`src/rtl/hazard_pkg.sv`:
```
// hazard_pkg: shared state encoding and widths for the hazard scheduler
package hazard_pkg;
  typedef enum logic [1:0] {
    ST_RUN       = 2'd0,
    ST_LU_STALL  = 2'd1,
    ST_IMEM_WAIT = 2'd2,
    ST_FLUSH     = 2'd3
  } state_t;
  localparam int DEF_REG_AW = 5;
  localparam int CNT_W = 3;
endpackage

```
`src/rtl/hazard_detect.sv`:
```
// hazard_detect: load-use compare between the load in EX and the sources in ID
module hazard_detect #(
  parameter int REG_AW = 5
) (
  input  logic              mem_read,
  input  logic [REG_AW-1:0] rd,
  input  logic [REG_AW-1:0] rs,
  input  logic [REG_AW-1:0] rt,
  output logic              lu
);
  assign lu = mem_read && (rd != '0) && (rd == rs || rd == rt);
endmodule

```
`src/rtl/hazard_ctrl.sv`:
```
// hazard_ctrl: stall/flush scheduler for the pipeline front end; HAZARD_STATS_EN adds stall/flush cycle counters
module hazard_ctrl
  import hazard_pkg::*;
#(
  parameter int LOAD_STALL_CYCLES = 1,
  parameter int FLUSH_CYCLES      = 1,
  parameter int REG_AW            = DEF_REG_AW
) (
  input  logic              clk,
  input  logic              rst,
  input  logic [REG_AW-1:0] id_rs,
  input  logic [REG_AW-1:0] id_rt,
  input  logic              idex_mem_read,
  input  logic [REG_AW-1:0] idex_rt,
  input  logic              redirect,
  input  logic              imem_busy,
  output logic              pc_write,
  output logic              ifid_write,
  output logic              ifid_flush,
  output logic              idex_bubble,
  output logic [1:0]        hz_state
`ifdef HAZARD_STATS_EN
  ,
  output logic [15:0]       stall_cycles,
  output logic [15:0]       flush_cycles
`endif
);
  localparam logic [CNT_W-1:0] LU_LOAD = CNT_W'(LOAD_STALL_CYCLES > 1 ? LOAD_STALL_CYCLES - 2 : 0);
  localparam logic [CNT_W-1:0] FL_LOAD = CNT_W'(FLUSH_CYCLES > 1 ? FLUSH_CYCLES - 2 : 0);
  state_t state, state_n;
  logic [CNT_W-1:0] cnt, cnt_n;
  logic lu, run_mode;
  hazard_detect #(.REG_AW(REG_AW)) u_detect (
    .mem_read(idex_mem_read),
    .rd      (idex_rt),
    .rs      (id_rs),
    .rt      (id_rt),
    .lu      (lu)
  );
  // The cycle the fetch returns decides like RUN so a hazard arriving then is not lost
  assign run_mode = (state == ST_RUN) || (state == ST_IMEM_WAIT && !imem_busy);
  assign hz_state = state;
  always_comb begin
    state_n     = state;
    cnt_n       = cnt;
    pc_write    = 1'b1;
    ifid_write  = 1'b1;
    ifid_flush  = 1'b0;
    idex_bubble = 1'b0;
    if (rst) begin
      pc_write    = 1'b0;
      ifid_write  = 1'b0;
      idex_bubble = 1'b1;
    end else if (run_mode) begin
      state_n = ST_RUN;
      if (lu) begin
        pc_write    = 1'b0;
        ifid_write  = 1'b0;
        idex_bubble = 1'b1;
        state_n     = LOAD_STALL_CYCLES > 1 ? ST_LU_STALL : ST_RUN;
        cnt_n       = LU_LOAD;
      end else if (redirect) begin
        ifid_flush  = 1'b1;
        idex_bubble = FLUSH_CYCLES >= 2;
        state_n     = FLUSH_CYCLES > 1 ? ST_FLUSH : ST_RUN;
        cnt_n       = FL_LOAD;
      end else if (imem_busy) begin
        pc_write   = 1'b0;
        ifid_flush = 1'b1;
        state_n    = ST_IMEM_WAIT;
      end
    end else begin
      case (state)
        ST_LU_STALL: begin
          pc_write    = 1'b0;
          ifid_write  = 1'b0;
          idex_bubble = 1'b1;
          state_n     = cnt == '0 ? ST_RUN : ST_LU_STALL;
          cnt_n       = cnt == '0 ? cnt : cnt - 1'b1;
        end
        ST_IMEM_WAIT: begin
          pc_write   = redirect;
          ifid_flush = 1'b1;
        end
        ST_FLUSH: begin
          pc_write    = !imem_busy;
          ifid_flush  = 1'b1;
          idex_bubble = 1'b1;
          state_n     = (!redirect && cnt == '0) ? ST_RUN : ST_FLUSH;
          cnt_n       = redirect ? FL_LOAD : (cnt == '0 ? cnt : cnt - 1'b1);
        end
        default: ;
      endcase
    end
  end
  always_ff @(posedge clk or posedge rst) begin
    if (rst) begin
      state <= ST_RUN;
      cnt   <= '0;
    end else begin
      state <= state_n;
      cnt   <= cnt_n;
    end
  end
`ifdef HAZARD_STATS_EN
  always_ff @(posedge clk or posedge rst) begin
    if (rst) begin
      stall_cycles <= '0;
      flush_cycles <= '0;
    end else begin
      if (!ifid_write && stall_cycles != 16'hFFFF) stall_cycles <= stall_cycles + 1'b1;
      if (ifid_flush && flush_cycles != 16'hFFFF) flush_cycles <= flush_cycles + 1'b1;
    end
  end
`endif
endmodule
```
`config.mk`:
```
export PLATFORM = sky130hd
export DESIGN_NAME = hazard_ctrl
export DESIGN_NICKNAME = d
export VERILOG_FILES = /design/src/rtl/hazard_pkg.sv /design/src/rtl/hazard_detect.sv /design/src/rtl/hazard_ctrl.sv
export SDC_FILE = /design/constraint.sdc
export NUM_CORES = 1
export LEC_CHECK = 0
export ABC_AREA = 1
export CAP_MARGIN = 20
export CORE_MARGIN = 2
export CORE_UTILIZATION = 45
export CTS_CLUSTER_DIAMETER = 120
export DETAILED_ROUTE_END_ITERATION = 10
export GPL_TIMING_DRIVEN = 0
export PLACE_DENSITY = 0.83
export SLEW_MARGIN = 20
export SYNTH_ARGS = -nofsm -noshare
export SYNTH_HDL_FRONTEND = slang
export SYNTH_SLANG_ARGS = --single-unit
```
`constraint.sdc`:
```
create_clock -name clk -period 2.6 [get_ports clk]
set_clock_uncertainty 0.15 [all_clocks]
set_input_delay 0.39 -clock clk [delete_from_list [all_inputs] [get_ports clk]]
set_output_delay 0.39 -clock clk [all_outputs]
set_load 0.01 [all_outputs]
```
==> tab_implementation.tex <==
\begin{tabular}{lr}
\hline
Metric & Value \\
\hline
\multicolumn{2}{l}{\textbf{CTS}} \\
\quad Clk\_lat worst skew & 250 ps \\
\quad TritonCTS clock tree & done \\
\quad Number of clock sinks & 5 \\
\quad Max H-tree Level & 1 \\
\quad Post-CTS setup buffer count & 0 \\
\quad Clock tree buffer depth & 2 \\
\quad Clk root buf & clkbuf\_4 \\
\quad Reg clk slew, reported paths & 50 ps \\
\quad Number of buffers created by CTS & 3 \\
\quad Hold-fix buffers at CTS & 0 \\
\multicolumn{2}{l}{\textbf{Finish}} \\
\quad Final design area excluding fillers & 929.6 µm² \\
\quad Leading cell type in the layout, fill and taps excluded & nand2\_1 \\
\quad Post-layout util & 70.56\% \\
\quad Number of antenna cells inserted & 0 \\
\quad Highest-count cells in the layout ignoring fill and taps & nand2\_1 (31), inv\_1 (19), clkdlybuf4s50\_1 (18), nor2\_1 (14), nand3\_1 (6) \\
\quad Net count of the finished layout & 159 \\
\quad Fraction of layout cells with a size suffix above 1 & 14.71\% \\
\quad Area growth syn-to-layout & 46.26\% \\
\multicolumn{2}{l}{\textbf{Power}} \\
\quad Clock share of power & 33.1\% \\
\quad Largest voltage drop on the vdd net & 0.2415 mV \\
\quad Pint & 0.0001931 W \\
\quad Proportion of power drawn by combinational gates & 37.5\% \\
\quad Switching portion of total power & 32.77\% \\
\quad Total net switching power & 0.00009412 W \\
\quad Ratio of total power to cell area & 308.9 nW/µm² \\
\quad Leak pwr & 0.5100 nW \\
\quad Proportion of power drawn by flip-flops and latches & 29.4\% \\
\multicolumn{2}{l}{\textbf{Synth}} \\
\quad Sequential element share of the synthesized area & 19.69\% \\
\quad Cell count after synthesis & 107 \\
\quad Number of distinct library cells after synthesis & 21 \\
\quad Post-Syn Nets & 129 \\
\quad Area of the mapped netlist & 635.6 µm² \\
\quad Number of warnings reported in the yosys synthesis log & 0 \\
\quad Number of synthesized register bits & 5 \\
\quad Avg Inst Size Synth & 5.940 µm² \\
\multicolumn{2}{l}{\textbf{Place}} \\
\quad Port Buf Inserts & 25 \\
\quad Instance area at placement & 904.6 µm² \\
\quad Gp weighted congestion & 0.8051 \\
\quad Half-perimeter wire length after placement & 1223 µm \\
\multicolumn{2}{l}{\textbf{Hold path}} \\
\quad Worst hold start & cnt[0] \\
\quad Endpoint with the worst hold slack & cnt[0] \\
\quad Path class of the lowest-slack min-delay path & flop to flop \\
\quad Worst hold path depth & 2 \\
\multicolumn{2}{l}{\textbf{Floorplanning}} \\
\quad Area enclosed by the die boundary & 1729 µm² \\
\quad Std-Cell Core Area & 1318 µm² \\
\quad Height of the die & 41.58 µm \\
\quad Die width & 41.58 µm \\
\quad Total I/O pin count & 26 \\
\quad Standard-cell row count & 13 \\
\quad Starting Density & 48.24\% \\
\multicolumn{2}{l}{\textbf{Critical path}} \\
\quad Cell Chain, Critical Path & clkdlybuf4s50\_1 -> inv\_2 -> nand2\_1 -> nand2\_1 -> nor2\_2 -> nand3\_2 -> nand2\_2 -> nand3\_1 -> nand3b\_1 -> nor2\_1 -> dlygate4sd2\_1 \\
\quad Endpoint arrival time on the critical path & 1900 ps \\
\quad Number of cells on the worst reg-to-reg path & 7 \\
\quad Largest delay share family, worst path & buffers and inverters \\
\quad Kind of launch point of the worst setup path & input port \\
\quad Slowest stage cell, crit path & clkdlybuf4s50\_1 \\
\quad Worst reg2reg endpoint & cnt[2] \\
\quad Crit path depth & 11 \\
\quad Crit Path Category & input port to output port \\
\quad Maximum cell stage delay along the critical path & 530 ps \\
\quad Worst reg-to-reg setup slack & 1080 ps \\
\quad Critical Path Source & idex\_rt[3] \\
\quad Worst-path maximum fanout & 3 \\
\quad Worst Path Buf+Inv & 3 \\
\quad R2R Path Start & cnt[0] \\
\quad Critical path capture point type & output port \\
\quad Cell occurring most often along the worst timing path & nand2\_1 \\
\quad CP required & 2060 ps \\
\multicolumn{2}{l}{\textbf{Detailed routing}} \\
\quad Average vias per placed instance & 4.649 \\
\quad Routed vias & 702 \\
\quad Number of DRC markers after the initial detailed-route iteration & 13 \\
\quad Detailed-router iteration count before antenna repair & 4 \\
\quad Total detailed-routing wirelength & 1428 µm \\
\quad DRC viols & 0 \\
\quad Routed wire length per instance & 9.457 µm \\
\quad DRT antenna net count & 0 \\
\multicolumn{2}{l}{\textbf{GRT}} \\
\quad Remaining Overflow, GRT & 0 \\
\quad Number of global-route vias before repair & 694 \\
\quad Number of antenna violations at the first check in global routing & 0 \\
\quad Global routing usage summed across all routing layers & 19.35\% \\
\quad Largest net degree at the start of global routing & 9 \\
\quad First-pass GRT wire length & 2649 µm \\
\multicolumn{2}{l}{\textbf{Status}} \\
\quad Status & completed \\
\multicolumn{2}{l}{\textbf{Timing}} \\
\quad Final period util & 94.00\% \\
\quad Final number of setup-violating endpoints & 0 \\
\quad Setup repair after global routing missed its margin & false \\
\quad Relative slew slack & 80.87\% \\
\quad Number of max-slew violations in the final report & 0 \\
\quad Final-report hold violation count & 0 \\
\quad Worst-margin pin slew & 286.6 ps \\
\quad Fmax achieved & 0.4092 GHz \\
\quad Min cycle time layout & 2444 ps \\
\multicolumn{2}{l}{\textbf{Flow run}} \\
\quad Max-capacitance violation count & 0 \\
\hline
\end{tabular}
how the worst max path moves through the flow:
stage,endpoint,slack [ps]
6_report,pc_write,160
5_1_grt,pc_write,0.3
4_1_cts,pc_write,120
3_5_place_dp,pc_write,-130
3_3_place_gp,pc_write,-90
2_1_floorplan,ifid_flush,960
cell type report:
class                           count  area, µm²
Sequential cell                     5      125.1
Inverter                           24      90.09
Timing Repair Buffer               25      249.0
Multi-Input combinational cell     78      420.4
Tap cell                           15      18.77
Fill cell                         124      387.9
Clock buffer                        4      26.28
what timing repair did:
| item | in CTS | in global routing |
|---|---|---|
| resized for setup | 5 | 2 |
| cloned | 0 | 0 |
| endpoints found under the setup margin | 4 | 1 |
| endpoints found under the hold margin | 0 | 0 |
layer usage:
layer / vias up / wire (µm) / global-route usage [%] / part of all wire [%]
li1: 380 / - / - / -
met1: 305 / 647 / 23.45 / 45
met2: 17 / 713 / 32.81 / 50
met3: 0 / 67 / 3.913 / 4.7
met4: 0 / 0 / 8.387 / 0
met5: - / 0 / 0 / 0
power by group through the flow:
stage | Sequential, W | Clock [W] | Combinational (W)
finish | 0.0000845 | 0.0000951 | 0.000108
global route | 0.0000849 | 0.000106 | 0.000121
CTS | 0.0000845 | 0.0000996 | 0.000109
detailed placement | 0.0000860 | 0 | 0.000113
global placement | 0.0000859 | 0 | 0.000110
floorplan | 0.0000866 | 0 | 0.0000543
synthesized netlist by cell type, drive strengths merged:
| cell | instances | area (µm²) |
|---|---|---|
| dfrtp | 5 | 125.1 |
| nand2 | 37 | 163.9 |
| nand4 | 1 | 6.260 |
| inv | 24 | 90.09 |
| xnor2 | 2 | 17.52 |
| a31oi | 1 | 21.27 |
| nand3 | 7 | 40.04 |
| nand3b | 1 | 7.510 |
| ha | 2 | 25.02 |
| xor2 | 1 | 8.760 |
| nor2 | 17 | 76.32 |
| a21oi | 4 | 23.77 |
| o21ai | 3 | 15.01 |
| a211oi | 2 | 15.01 |
registers in the layout, summed over array words and instances (netlist names):
name	flops
cnt	3
hz_state	2
worst min-delay path: stages (launching register included):
cell	delay, ps
dfrtp_1	340
nand2_1	50
nand2_1	50
metrics by stage:
stage	TNS, ps	cells	worst slack (ps)	total power, W	hold WS (ps)
6_report	0	151	156.0	0.0002872	321.6
2_1_floorplan	0	107	960.6	0.0001409	43.86
3_5_place_dp	-347.8	147	-133.5	0.0001987	311.9
5_1_grt	0	151	0.3162	0.0003113	359.6
3_3_place_gp	-218.6	147	-85.03	0.0001955	315.4
4_1_cts	0	151	118.1	0.0002932	325.0
kinds of logic (layout without fill, tap and decap cells):
family / count (synthesis) / count (layout) / share of synthesized area [%]
compound gates: 10 / 10 / 11.81
xor+xnor: 3 / 3 / 4.135
fa+ha+maj: 2 / 2 / 3.936
buf+inv: 24 / 53 / 14.17
flops: 5 / 5 / 19.69
simple gates: 63 / 63 / 46.26
(Power assumes the default switching activity.)
